[src/rtl/univ_shift_reg.sv]
// Universal shift register: hold, shift right/left, parallel load, with a saturating drain counter.
// Define ROTATE_EN to enable circular shifts through the rotate input; otherwise rotate is ignored.
module univ_shift_reg #(
  parameter int                 WIDTH     = 8,
  parameter logic [WIDTH-1:0]   RESET_VAL = {WIDTH{1'b0}},
  parameter int                 CW        = $clog2(WIDTH + 1)
) (
  input  logic             clk,
  input  logic             reset,
  input  logic             en,
  input  logic [1:0]       mode,
  input  logic [WIDTH-1:0] datain,
  input  logic             sin_r,
  input  logic             sin_l,
  input  logic             rotate,
  output logic [WIDTH-1:0] dataout,
  output logic             sout_r,
  output logic             sout_l,
  output logic [CW-1:0]    shift_cnt,
  output logic             drained
);

  localparam logic [CW-1:0] CNT_FULL = CW'(WIDTH);

  logic rot;

`ifdef ROTATE_EN
  assign rot = rotate;
`else
  logic unused_rotate;
  assign unused_rotate = rotate;
  assign rot = 1'b0;
`endif

  // Rotations keep every bit inside the register, so they never advance the drain count.
  always_ff @(posedge clk or posedge reset) begin
    if (reset) begin
      dataout   <= RESET_VAL;
      shift_cnt <= CNT_FULL;
    end else if (en) begin
      case (mode)
        2'b00: begin
          dataout   <= dataout;
          shift_cnt <= shift_cnt;
        end
        2'b01: begin
          if (rot) begin
            dataout <= {dataout[0], dataout[WIDTH-1:1]};
          end else begin
            dataout <= {sin_r, dataout[WIDTH-1:1]};
            if (shift_cnt != CNT_FULL) shift_cnt <= shift_cnt + CW'(1);
          end
        end
        2'b10: begin
          if (rot) begin
            dataout <= {dataout[WIDTH-2:0], dataout[WIDTH-1]};
          end else begin
            dataout <= {dataout[WIDTH-2:0], sin_l};
            if (shift_cnt != CNT_FULL) shift_cnt <= shift_cnt + CW'(1);
          end
        end
        2'b11: begin
          dataout   <= datain;
          shift_cnt <= '0;
        end
      endcase
    end
  end

  assign sout_r  = dataout[0];
  assign sout_l  = dataout[WIDTH-1];
  assign drained = (shift_cnt == CNT_FULL);

endmodule

[config.mk]
export PLATFORM = sky130hd
export DESIGN_NAME = univ_shift_reg
export DESIGN_NICKNAME = d
export VERILOG_FILES = /design/src/rtl/univ_shift_reg.sv
export SDC_FILE = /design/constraint.sdc
export NUM_CORES = 1
export LEC_CHECK = 0
export CAP_MARGIN = 20
export CELL_PAD_IN_SITES_DETAIL_PLACEMENT = 1
export CELL_PAD_IN_SITES_GLOBAL_PLACEMENT = 1
export CORE_MARGIN = 10
export CORE_UTILIZATION = 26
export DETAILED_ROUTE_END_ITERATION = 8
export MAX_ROUTING_LAYER = met4
export PLACE_DENSITY = 0.83
export SETUP_SLACK_MARGIN = 0.4
export SLEW_MARGIN = 40
export SYNTH_ARGS = -nofsm -noshare
export SYNTH_HDL_FRONTEND = slang
export SYNTH_SLANG_ARGS = --single-unit
[constraint.sdc]
create_clock -name clk -period 1.36 [get_ports clk]
set_input_delay 0.204 -clock clk [delete_from_list [all_inputs] [get_ports clk]]
set_output_delay 0.204 -clock clk [all_outputs]
set_load 0.03 [all_outputs]
==> metrics.txt, run 1 <==
status=complete, but fails checks; failing checks=setup timing; fraction of layout cells with a size suffix above 1=64.9%; Root Driver=clkbuf_4; worst-path cell chain=inv_2, ha_4, and3b_2, buf_6, buf_6; syn_nets=98; CTS Buf Count=3; insertion delay of the later-clocked pin in the worst-skew pair=0.27 ns; CTS H-Tree Depth=1; syn avg cell area=approximately 9.1 µm²; synth-to-layout area growth=118%; grt ovf=0; Mapped Cells=77; final RePlAce weighted congestion=around 0.83; vias in the first global route=976; cell mode on critical path=buf_6; ANT cells=0; Via Count=797; synth warn=0; Final Setup Violations=5; Critical Path Start=shift_cnt[0]; Psw=972 µW; CP endpoint kind=output port; nets=156; end of the critical path=drained; commonest non-fill, non-tap cells in the layout=buf_6 (29), buf_4 (15), clkdlybuf4s50_1 (12); first-pass GRT wire length=5.03 mm; PD cells=1580 nW/µm²; Mapped Area=702 µm²; Detailed Route Iter0 Violations=35; hold crit path type=input pin to async pin; DRT antenna net count=0; Worst-path clk slew=approximately 0.090 ns; Max Clock Skew=0.00246 ns; Core ar.=2520 µm²; DIE AREA=5180 µm²; Synth top area share=39.2%; drt wl/cell=19.5 µm; final WL=3.19 mm; Seq/Total Area, Yosys=approximately 43%; Longest Clk Path Bufs=2; post-route DRC violation count=0; Die Wd=72.0 µm; fmax=0.667 GHz; CTS tree=done; reg2reg path depth=5; minimum clock period=1.50 ns; final hold violations=0; vias per cell=4.86; fin crit share=110%; combinational share of power=between 60 and 70%; initial core utilization=27.8%; path type of the worst setup path=flip-flop to output port; DP Wirelength=2.00 mm; clock share of power=12.2%; Worst-Margin Slew=0.490 ns; initial antenna violation count=0; biggest area consumer among synthesized cells=dfrtp_1; Critical Path AT=1.29 ns; RSZ-0062 raised after global routing=true; Crit path largest cell delay=0.43 ns; delay-heaviest family, CP=flip-flops; first drt pass iteration count=3; cell row count=18; P_int=1.44 mW; sequential share of power=24.4%; most common cell after layout, fill and taps aside=buf_6; hold buffers post-CTS=0; max-slew violations=0; Die Span Y=72.0 µm; post-place setup slack=-0.437 ns; Reg2Reg Setup Slack=-0.09 ns; CP Depth=5; number of max-cap violations=0; Synth cell types=21; Slew HR=about two thirds; Crit path buffers/inverters=3; FF-to-FF Start=shift_cnt[0]; CP required=1.16 ns; input/output buffers=29; largest net degree at the start of global routing=17; Pleak=about 0.67 nW; CP Max Fanout=2; sw frac=40.4%; Synth Register Bits=12; synth top area cells=dfrtp_1 (39%), a22o_1 (10%), ha_1 (8.9%); VDD IR max=1120 µV; setup TNS=-0.344 ns; CP startpoint kind=flip-flop; FF-to-FF End=shift_cnt[0]; Ports=31; Total GRT Usage=12.4%; crit path max-delay cell type=dfrtp_2; setup slack after layout=-0.139 ns; clock sink count=12
-- layout make-up --
| cell class | count | area, µm² |
|---|---|---|
| clock buffer | 4 | 36.3 |
| fill | 280 | 993 |
| inverter | 5 | 38.8 |
| multi-input combinational | 54 | 503 |
| sequential | 12 | 314 |
| tap | 30 | 37.5 |
| timing repair buffer | 59 | 599 |
-- cell families (layout without fill, tap and decap cells) --
group,after synthesis,count (layout),share of synthesized area (%)
adder cells (fa/ha/maj),5,5,8.91
multiplexers,2,2,3.03
flip-flops,12,12,43.0
AO/OA/AOI/OAI,28,28,25.3
buffers and inverters,11,68,7.31
AND/OR/NAND/NOR,19,19,12.5
-- power by group through the flow --
| stage | Clock [mW] | Sequential [mW] | Combinational [mW] |
|---|---|---|---|
| 2_1_floorplan | 0 | 0.768 | 0.350 |
| 3_3_place_gp | 0 | 0.578 | 0.949 |
| 3_5_place_dp | 0 | 0.588 | 0.988 |
| 4_1_cts | 0.292 | 0.580 | 1.30 |
| 5_1_grt | 0.321 | 0.605 | 1.64 |
| 6_report | 0.293 | 0.587 | 1.53 |
-- per-layer routing --
metal	track usage [%]	share of wire, %
met5	-	0
met4	2.58	0.34
met3	4.08	6.4
met2	22.9	56
met1	12.4	38
-- worst min-delay path by stage --
stage,cells past startpoint,endpoint,slack [ns],startpoint
after floorplan,1,dataout[7],0.07,reset
after CTS,2,shift_cnt[1],0.26,reset
after detailed placement,2,dataout[0],0.53,dataout[0]
after global placement,2,dataout[0],0.51,dataout[0]
final,2,shift_cnt[1],0.25,reset
after global routing,2,dataout[7],0.27,reset
-- flip-flops by register name, summed over array words and instances, names as in the netlist --
name       flops
dataout        8
shift_cnt      4
-- worst register-to-register path, delay by kind of cell, from the launching register on --
| family | cells | cell delay, ns |
|---|---|---|
| flip-flops | 1 | 0.43 |
| buffers and inverters | 1 | 0.07 |
| AO/OA/AOI/OAI | 1 | 0.21 |
| multiplexers | 1 | 0.32 |
| adder cells (fa/ha/maj) | 1 | 0.11 |
| AND/OR/NAND/NOR | 1 | 0.20 |
-- synth_stat cells --
library cell,n
a21o_1,1
nor2b_1,1
dfrtp_1,11
mux2i_1,1
ha_1,5
nand3_1,1
dfstp_2,1
inv_1,5
a221o_1,1
buf_4,2
buf_2,2
nor4_1,1
and3b_1,1
o21ai_0,10
nand2_1,9
a22o_1,8
clkbuf_1,2
mux2_2,1
nand2b_1,2
a21oi_1,8
nor2_1,4
-- what timing repair did --
item,4_1_cts,5_1_grt
setup endpoints to repair,27,27
pin swaps,15,13
resized for setup,117,19
buffers inserted,14,6
-- metrics by stage --
| stage | hold slack, ns | instance area (µm²) | utilization, % | power (mW) | instances |
|---|---|---|---|---|---|
| detailed placement | 0.528 | 1150 | 45.6 | 1.58 | 140 |
| global route | 0.271 | 1530 | 60.6 | 2.57 | 164 |
| CTS | 0.258 | 1400 | 55.6 | 2.17 | 158 |
| floorplan | 0.0674 | 820 | - | 1.12 | 77 |
| finish | 0.250 | 1530 | 60.6 | 2.41 | 164 |
| global placement | 0.510 | 1150 | 45.6 | 1.53 | 140 |
(Power assumes the default switching activity.)
==> run 2: changes to the inputs <==
Settings changed: CAP_MARGIN 20 to unset, CTS_CLUSTER_DIAMETER set to 100.
==> results of run 2 <==
Final layout, timing and power as in run 1 (identical DEF).
==> run 3: changes to the inputs <==
Settings changed: CAP_MARGIN set to 10, SKIP_LAST_GASP set to 1.
==> metrics.txt, run 3 (synthesis results as in run 1) <==
status=complete, but fails checks; failing checks=setup timing; Final Setup Violations=5; CP startpoint kind=flip-flop; post-place setup slack=-0.437 ns; path type of the worst setup path=flip-flop to output port; insertion delay of the later-clocked pin in the worst-skew pair=0.27 ns; fmax=about 0.67 GHz; nets=156; max-slew violations=0; synth-to-layout area growth=113%; final hold violations=0; max reg flops=8; fraction of layout cells with a size suffix above 1=between 60% and 70%; CTS Buf Count=3; Worst-path clk slew=0.08 ns; RSZ-0062 raised after global routing=true; Core ar.=2520 µm²; Layout Utilization=between 50% and 60%; Die Wd=72.0 µm; GR Util met1=12.4%; VDD IR max=1140 µV; Longest Clk Path Bufs=2; Detailed Route Iter0 Violations=27; hold buffers post-CTS=0; CTS tree=done; first drt pass iteration count=4; Total GRT Usage=12.4%; Slew HR=approximately two thirds; Critical Path Start=shift_cnt[0]; initial antenna violation count=0; Die Span Y=72.0 µm; met3 usage in global routing=roughly 4%; initial core utilization=around 28%; cell row count=18; Worst-Margin Slew=between 0.4 and 0.5 ns; Power Total=2.36 mW; Ports=31; largest net degree at the start of global routing=17; commonest non-fill, non-tap cells in the layout=buf_6 (30), buf_4 (15), clkdlybuf4s50_1 (12); CP Max Fanout=2; GR Layer Usage met2=a little under a quarter; first-pass GRT wire length=5.03 mm; clock sink count=12; largest register by flop count=dataout; gr busiest metal=met2; hold crit path type=input pin to async pin; final RePlAce weighted congestion=0.831; input/output buffers=29; ANT cells=0; DIE AREA=5180 µm²; Root Driver=clkbuf_4; DP Area=approximately 1100 µm²; Via Count=794; CP endpoint kind=output port; fin crit share=110%; DRT antenna net count=0; Critical Path AT=between 1 and 1.5 ns; DP Wirelength=2.00 mm; grt ovf=0; final WL=3.04 mm; vias per cell=4.84; number of max-cap violations=0; FF-to-FF Start=shift_cnt[0]; drt wl/cell=about 19 µm; setup slack after layout=-0.142 ns; Top Registers=dataout: 8 flops, shift_cnt: 4 flops; most common cell after layout, fill and taps aside=buf_6; design area=1500 µm²; CTS H-Tree Depth=1; PD cells=approximately 1600 nW/µm²; post-route DRC violation count=0; minimum clock period=1.50 ns; Max Clock Skew=roughly 0.0007 ns; vias in the first global route=976; CP required=1.16 ns; Pleak=0.662 nW; final hold slack=0.252 ns
run 3: changes by cell type in the layout (fill, tap and decap cells not counted):
cell	change
a21oi_2	+2
a21oi_4	-2
o21ai_1	+2
o21ai_2	-2
buf_6	+1
buf_8	-1
nor2_2	+1
nor2_4	-1
run 3: cell type report:
class	instances	area, µm²
timing repair buffer	59	596
fill	283	1020
tap	30	37.5
inverter	5	38.8
multi-input combinational	54	475
sequential	12	314
clock buffer	4	36.3
run 3: final timing paths:
path / depth (start not counted) / slack, ns / endpoint
max: 5 / -0.14 / drained
min: 2 / 0.25 / shift_cnt[0]
max reg2reg: 5 / -0.09 / shift_cnt[0]
min reg2reg: 2 / 0.56 / dataout[3]
max in group asynchronous: 2 / 0.75 / dataout[4]
min in group clk: 2 / 0.56 / dataout[3]
run 3: metrics by stage:
step / TNS, ns / instances
global route: -0.628 / 164
CTS: -0.332 / 158
global placement: -3.85 / 140
detailed placement: -4.55 / 140
floorplan: -0.586 / 77
finish: -0.357 / 164
run 3: critical path: stages, from the launching register on:
cell and delay (ns):
dfrtp_2 0.43, inv_2 0.07, ha_4 0.11, and3b_2 0.20, buf_6 0.10, buf_6 0.11
run 3: power breakdown:
part	internal [mW]	switching (mW)	total (mW)
Clock	0.162	0.127	0.290
Combinational	0.775	0.706	1.48
Sequential	0.475	0.110	0.585
Total	1.41	0.943	2.36
run 3: metal layers:
layer  wire, µm  part of all wire (%)
met5          0                     0
met4         15                  0.49
met3        206                   6.8
met2       1720                    57
met1       1100                    36
run 3: timing repair:
item / CTS / global route
gates resized for setup: 114 / 16
endpoints found under the hold margin: 0 / 0
gates cloned: 0 / 0
setup buffers: 14 / 6
endpoints found under the setup margin: 27 / 27
pin swaps: 14 / 12
